===== config.mk =====
export PLATFORM = sky130hd
export DESIGN_NAME = eth_pcs_rx_block_lock
export DESIGN_NICKNAME = d
export VERILOG_FILES = /design/src/rtl/eth_pcs_params.sv /design/src/rtl/eth_pcs_rx_block_lock.sv
export SDC_FILE = /design/constraint.sdc
export NUM_CORES = 1
export LEC_CHECK = 0
export BUFFER_PORTS_ARGS = -buffer_cell sky130_fd_sc_hd__buf_4
export CORE_ASPECT_RATIO = 1.1
export CORE_MARGIN = 2
export CORE_UTILIZATION = 45
export CTS_CLUSTER_DIAMETER = 30
export DETAILED_ROUTE_END_ITERATION = 6
export HOLD_SLACK_MARGIN = 0.1
export SLEW_MARGIN = 20
export SYNTH_ARGS = -nofsm -noshare
export SYNTH_HDL_FRONTEND = slang
export SYNTH_SLANG_ARGS = --single-unit

===== constraint.sdc =====
create_clock -name i_clk -period 4.24 [get_ports i_clk]
set_input_delay 0.848 -clock i_clk [delete_from_list [all_inputs] [get_ports i_clk]]
set_output_delay 0.848 -clock i_clk [all_outputs]
set_load 0.02 [all_outputs]

===== src/rtl/eth_pcs_params.sv =====
// Shared 10GBASE-R PCS constants: sync header encodings, block-lock thresholds
// and the block-lock controller state type.
package eth_pcs_params;

  localparam int W_SYNC = 2;
  localparam logic [W_SYNC-1:0] SYNC_DATA = 2'b01;
  localparam logic [W_SYNC-1:0] SYNC_CTRL = 2'b10;

  localparam int SH_TH         = 64;
  localparam int SH_INVAL_TH   = 16;
  localparam int W_SH_TH       = $clog2(SH_TH);
  localparam int W_SH_INVAL_TH = $clog2(SH_INVAL_TH);

  // Header strobes to ignore after a slip while the gearbox settles.
  localparam int LOCK_SLIP_HOLD = 2;

  typedef enum logic [1:0] {RESET_CNT, TEST_SH, SLIP_WAIT} lock_state_t;

  function automatic logic sync_hdr_ok(input logic [W_SYNC-1:0] hdr);
    return (hdr == SYNC_DATA) || (hdr == SYNC_CTRL);
  endfunction

endpackage


===== src/rtl/eth_pcs_rx_block_lock.sv =====
// 10GBASE-R receive block-lock controller: slips the gearbox one bit at a time
// until a full window of valid sync headers is seen, then tracks lock loss.
module eth_pcs_rx_block_lock
  import eth_pcs_params::*;
#(
  parameter int SH_CNT_TH       = SH_TH,
  parameter int SH_INVAL_CNT_TH = SH_INVAL_TH,
  parameter int SLIP_HOLD       = LOCK_SLIP_HOLD
) (
  input  logic              i_clk,
  input  logic              i_rst,
  input  logic              i_hdr_valid,
  input  logic [W_SYNC-1:0] i_sync_hdr,
  output logic              o_slip,
  output logic              o_block_lock,
  output logic              o_sh_err
);

  localparam int CNT_W  = W_SH_TH + 1;
  localparam int INV_W  = W_SH_INVAL_TH + 1;
  localparam int HOLD_W = (SLIP_HOLD > 1) ? $clog2(SLIP_HOLD + 1) : 1;

  localparam logic [CNT_W-1:0]  WIN_LAST = CNT_W'(SH_CNT_TH - 1);
  localparam logic [INV_W-1:0]  INV_LIM  = INV_W'(SH_INVAL_CNT_TH);
  localparam logic [HOLD_W-1:0] HOLD_LD  = HOLD_W'(SLIP_HOLD);

  lock_state_t       state_reg, state_next;
  logic [CNT_W-1:0]  sh_cnt_reg, sh_cnt_next;
  logic [INV_W-1:0]  inval_cnt_reg, inval_cnt_next;
  logic [HOLD_W-1:0] hold_reg, hold_next;
  logic              slip_reg, slip_next;
  logic              lock_reg, lock_next;
  logic              sh_err_reg, sh_err_next;

  logic sh_ok;
  logic win_end;
  logic inval_hit;

  assign sh_ok     = sync_hdr_ok(i_sync_hdr);
  assign win_end   = (sh_cnt_reg == WIN_LAST);
  assign inval_hit = ((inval_cnt_reg + INV_W'(1)) == INV_LIM);

  always_ff @(posedge i_clk) begin
    if (i_rst) begin
      state_reg     <= RESET_CNT;
      sh_cnt_reg    <= '0;
      inval_cnt_reg <= '0;
      hold_reg      <= '0;
      slip_reg      <= 1'b0;
      lock_reg      <= 1'b0;
      sh_err_reg    <= 1'b0;
    end else begin
      state_reg     <= state_next;
      sh_cnt_reg    <= sh_cnt_next;
      inval_cnt_reg <= inval_cnt_next;
      hold_reg      <= hold_next;
      slip_reg      <= slip_next;
      lock_reg      <= lock_next;
      sh_err_reg    <= sh_err_next;
    end
  end

  always_comb begin
    state_next     = state_reg;
    sh_cnt_next    = sh_cnt_reg;
    inval_cnt_next = inval_cnt_reg;
    hold_next      = hold_reg;
    case (state_reg)
      RESET_CNT: begin
        sh_cnt_next    = '0;
        inval_cnt_next = '0;
        state_next     = TEST_SH;
      end
      TEST_SH: begin
        if (i_hdr_valid) begin
          if (sh_ok) begin
            if (win_end) begin
              sh_cnt_next    = '0;
              inval_cnt_next = '0;
              state_next     = RESET_CNT;
            end else begin
              sh_cnt_next = sh_cnt_reg + CNT_W'(1);
            end
          end else if (!lock_reg || inval_hit) begin
            sh_cnt_next    = '0;
            inval_cnt_next = '0;
            hold_next      = HOLD_LD;
            state_next     = SLIP_WAIT;
          end else if (win_end) begin
            sh_cnt_next    = '0;
            inval_cnt_next = '0;
            state_next     = RESET_CNT;
          end else begin
            sh_cnt_next    = sh_cnt_reg + CNT_W'(1);
            inval_cnt_next = inval_cnt_reg + INV_W'(1);
          end
        end
      end
      SLIP_WAIT: begin
        // Leave on the strobe that drains the hold count; a zero hold exits at once.
        if (hold_reg == '0) begin
          state_next = RESET_CNT;
        end else if (i_hdr_valid) begin
          hold_next = hold_reg - HOLD_W'(1);
          if (hold_reg == HOLD_W'(1)) begin
            state_next = RESET_CNT;
          end
        end
      end
      default: state_next = RESET_CNT;
    endcase
  end

  always_comb begin
    slip_next   = 1'b0;
    sh_err_next = 1'b0;
    lock_next   = lock_reg;
    if ((state_reg == TEST_SH) && i_hdr_valid) begin
      if (sh_ok) begin
        if (win_end && (inval_cnt_reg == '0)) begin
          lock_next = 1'b1;
        end
      end else begin
        sh_err_next = 1'b1;
        if (!lock_reg || inval_hit) begin
          lock_next = 1'b0;
          slip_next = 1'b1;
        end
      end
    end
  end

  assign o_slip       = slip_reg;
  assign o_block_lock = lock_reg;
  assign o_sh_err     = sh_err_reg;

endmodule

* Word-level counts from Yosys, hierarchy flattened
Index checks and enable logic that the tools add are counted.
** Storage, ports and cells
- Logic and storage cells :: 75
- Bits of input ports :: 5
- Flip-flop bits (word level) :: 19
- Output and inout port bits :: 3
** Cells by class
- Mux-type cells :: 30
- Add/sub/neg operators :: 3
- Reduce and logical (&&, ||, !) cells :: 18
- Eq/ne operators :: 16
- Bitwise gates (word level) :: 1
** Operators with widths (count)
- $mux 7 :: 4
- $mux 5 :: 5
- $mux 2 :: 12
- $pmux 7 s2 :: 1
- $ne 2x2->1 const B :: 5
- $pmux 5 s2 :: 1
- $ne 3x3->1 const B :: 3
- $reduce_and 3->1 :: 3
- $add 7x1->7 const B :: 1
- $eq 7x6->1 const B :: 1
- $eq 2x1->1 const B :: 3
- $pmux 2 s3 :: 1
- $reduce_and 6->1 :: 1
- $reduce_bool 2->1 :: 3
- $add 5x1->5 const B :: 1
- $eq 5x5->1 const B :: 1
- $logic_not 5->1 :: 1
- $mux 1 :: 5
- $eq 2x2->1 const B :: 2
- $logic_not 2->1 :: 2
- $pmux 2 s2 :: 1
- $reduce_or 3->1 :: 1
- $logic_and 1x1->1 :: 2
- $logic_or 1x1->1 :: 2
- other kinds (6) :: 6

* Logic depth before layout (Yosys ltp)
- Depth after elaboration :: 7
- Mapped depth :: 7
- Mapped depth without buffers :: 6

* Least setup slack after synthesis
Ideal clock, no wire load.
- Kind :: input -> register
- Start :: input i_rst
- End :: register inval_cnt_reg[2]
- Setup time :: 0.087 ns
- Arrival time :: 1.806 ns
- Cell stages on the path :: 6
- Required time :: 4.153 ns
- Slack :: 2.347 ns
- Cell sequence :: buf_2 -> nor4bb_1 -> o211ai_1 -> a21oi_2 -> nand2_1 -> o31ai_1
** RTL lines
- start: declaration :: RTL line eth_pcs_rx_block_lock.sv:11 : input logic i_rst,
- end signal: assignment :: RTL line eth_pcs_rx_block_lock.sv:55 : inval_cnt_reg <= inval_cnt_next;
- end: declaration :: RTL line eth_pcs_rx_block_lock.sv:29 : logic [INV_W-1:0] inval_cnt_reg, inval_cnt_next;

* Worst setup path in the final report
- Start :: input i_sync_hdr[1]
- End :: register hold_reg[0]
** On the way
- Word-level cells in the longest chain between the ends :: 4
** Ends and longest elaborated chain
- start: declaration :: RTL line eth_pcs_rx_block_lock.sv:13 : input logic [W_SYNC-1:0] i_sync_hdr,
- $eq 2x1->1 / $eq 2x2->1 (equally long branches) :: RTL line eth_pcs_params.sv:20 : return (hdr == SYNC_DATA) || (hdr == SYNC_CTRL);
- $logic_or 1x1->1 * :: RTL line eth_pcs_params.sv:20
- $ne 2x2->1 (no line) *
- $reduce_and 6->1 (no line) *
- end signal: assignment :: RTL line eth_pcs_rx_block_lock.sv:56 : hold_reg <= hold_next;
- end: declaration :: RTL line eth_pcs_rx_block_lock.sv:30 : logic [HOLD_W-1:0] hold_reg, hold_next;
Mark *: on every way between the ends. The rest lies on a longest branch, timed or not.
A chain may end at the register's enable or synchronous reset.

==> flow_metrics.tcl <==
set metrics [dict create \
    setup_ws_ps 2350 \
    cts_tree "done" \
    dieArea_mm2 0.00281 \
    grt_pass1_wl_mm 3.71 \
    largest_reg_flops 7 \
    n_antenna_cell 0 \
    antenna_left 0 \
    worst_pin_slew_ps 554 \
    crit_required_ps 4450 \
    holdCritPathClass "reg2reg" \
    synth-warning-count 0 \
    cts_hold_buf 0 \
    drt_pass1_iterations 4 \
    power_leakage_nw 0.392 \
    die_x_um 50.7 \
    grt_antenna_before_repair 0 \
    cp_max_fo 12 \
    place.gp.congestion 0.705 \
    clk_latency_ps 300 \
    detailed_place_hpwl_mm 1.60 \
    core_mm2 0.00225 \
    cts_root_buf "clkbuf_4" \
    wire_per_inst_um 13.6 \
    power.density_mw_per_mm2 270 \
    status "completed" \
    grt_pass1_vias 865 \
    drv_cap 0 \
    fin_setup_tns_ps 0 \
    start_util_pct 48.0 \
    synth-edff-count 0 \
    grt_usage_pct 17.3 \
    path_class "in2reg" \
    timing.final.crit_share_pct 44.5 \
    pre_cts_ws_ps 2040 \
    r2r_setup_slack_ps 2450 \
    synth_largest_area_cell "dfxtp_1" \
    fin_cells 160 \
    syn_nets 134 \
    dieHeight_um 55.4 \
    path_clk_slew_ps 100 \
    end_kind "flip-flop" \
    worst_ep_arrival_time_ps 2090 \
    period_minus_slack_ps 1890 \
    fin_skew_ps 3.99 \
    setup.worst_path.start_class "primary input" \
    layout-drive-gt1-share_pct 13.1 \
    postCtsSetupBuffers 0 \
    synth_ff_type "dfxtp_1" \
    hp-start "sh_cnt_reg[6]" \
    overflow 0 \
    synth_cell_types 42 \
    fmax_ghz 0.530 \
    hold_depth 2 \
    synth_area_leaders "dfxtp_1 35%, ha_1 5.8%, nand2_1 4.9%, a21oi_1 4.2%, inv_1 2.8%" \
    yosysMostFrequentCell "dfxtp_1" \
    dr_total_vias 911 \
    dp_cells 156 \
    vias_per_cell 5.69 \
    grt_start_max_net_pins 18 \
    clock_sinks 19 \
    cts_max_level 1 \
    cts_buffers 3 \
    synthesis.area_mm2 0.00108 \
    final_nets 141 \
    drt_iter0_markers 10 \
    finalMaxSlewViolations 0 \
    io-pin-count 8 \
    hold_viol 0 \
    power_uw 313 \
    hold_end "sh_cnt_reg[6]" \
    cts.repair.resized 0 \
    syn_to_final_growth_pct 7.18 \
    rsz0062_at_grt "false" \
    syn_inst 124 \
    totalWireLength_mm 2.17 \
    num_rows 18 \
    cts_buffer_depth 2 \
    ys_seq_area_share_pct 35.2 \
    ys_ff_latch 19 \
    synth_common_cells "19 x dfxtp_1, 14 x nand2_1, 9 x a21oi_1" \
    ir_drop_mv 0.184 \
    syn_avg_cell_area_um2 8.72 \
    r2r_start "inval_cnt_reg[0]" \
    drcViolationCount 0 \
    io_buffers 7 \
    synth_async_sr_flop_share_pct 0 \
    timing.rr.end "hold_reg[0]" \
    setup_viol 0 \
    reg2reg_depth 5 \
    slew_headroom_pct 63.0 \
    synth_top_area_share_pct 35.2 \
]
[metrics by stage]
| stage | hold WS [ps] | area [um^2] | utilization (%) |
|---|---|---|---|
| final | 450 | 1160 | 51.4 |
| after global routing | 508 | 1160 | 51.4 |
| after CTS | 455 | 1160 | 51.4 |
| after detailed placement | 439 | 1130 | 50.3 |
| after global placement | 434 | 1130 | 50.3 |
| after floorplan | 421 | 1080 | - |
[worst max-delay path by stage]
stage,start,endpoint,slack (ps),cells past startpoint
finish,i_sync_hdr[1],hold_reg[0],2350,6
global route,i_sync_hdr[1],hold_reg[0],2280,6
CTS,i_sync_hdr[1],hold_reg[0],2360,6
detailed placement,i_sync_hdr[1],hold_reg[0],2040,6
global placement,i_sync_hdr[1],hold_reg[0],2050,6
floorplan,i_rst,inval_cnt_reg[2],2350,6
[cell usage in the layout, fill, tap and decap left out, types with 2 or more instances in the layout]
cell / synthesis / layout
buf_4: 1 / 7
a21oi_1: 9 / 9
inv_1: 8 / 8
a31oi_1: 3 / 3
nor3_1: 3 / 3
nand4_1: 2 / 2
nand4b_1: 3 / 3
and2_1: 2 / 2
and2b_1: 2 / 2
nand3_1: 5 / 5
clkbuf_4: 0 / 3
ha_1: 5 / 5
o21ai_0: 5 / 5
nor3b_1: 2 / 2
and2_4: 2 / 2
dfxtp_1: 19 / 19
xor2_1: 2 / 2
o211ai_1: 4 / 4
a311oi_1: 3 / 3
nor2_1: 7 / 7
nand2_1: 14 / 14
[routing by layer]
metal  up-vias  track usage, %  share of wire (%)
li1        465               -                  -
met1       434            22.7                 51
met2         7            26.7                 45
met3         5            2.43                1.4
met4         0            10.4                2.6
met5         -               0                  0
[logic make-up (layout without fill, tap and decap cells)]
family	Yosys count	count (layout)	share of synthesized area, %
AND/OR/NAND/NOR	48	48	25.3
AO/OA/AOI/OAI	36	36	24.9
flip-flops	19	19	35.2
buffers and inverters	13	19	6.37
adder cells (fa/ha/maj)	5	5	5.79
XOR/XNOR	3	3	2.43
[power breakdown]
group	internal (mW)	switching (mW)
registers	0.181	0.00291
logic	0.0140	0.0232
clock network	0.0367	0.0550
[worst max-delay path: stages]
cell and delay (ps):
buf_4 120, xor2_1 220, nor2_1 100, a31oi_4 350
nor3b_1 130, o41ai_1 310
[cell type report]
class | count | area [um^2]
clock buffers | 4 | 26.3
fillers | 228 | 1090
inverters | 8 | 30.0
multi-input cells | 92 | 632
flip-flops and latches | 19 | 380
well taps | 30 | 37.5
repair buffers | 7 | 52.6
Power figures use the tool's default switching activity.
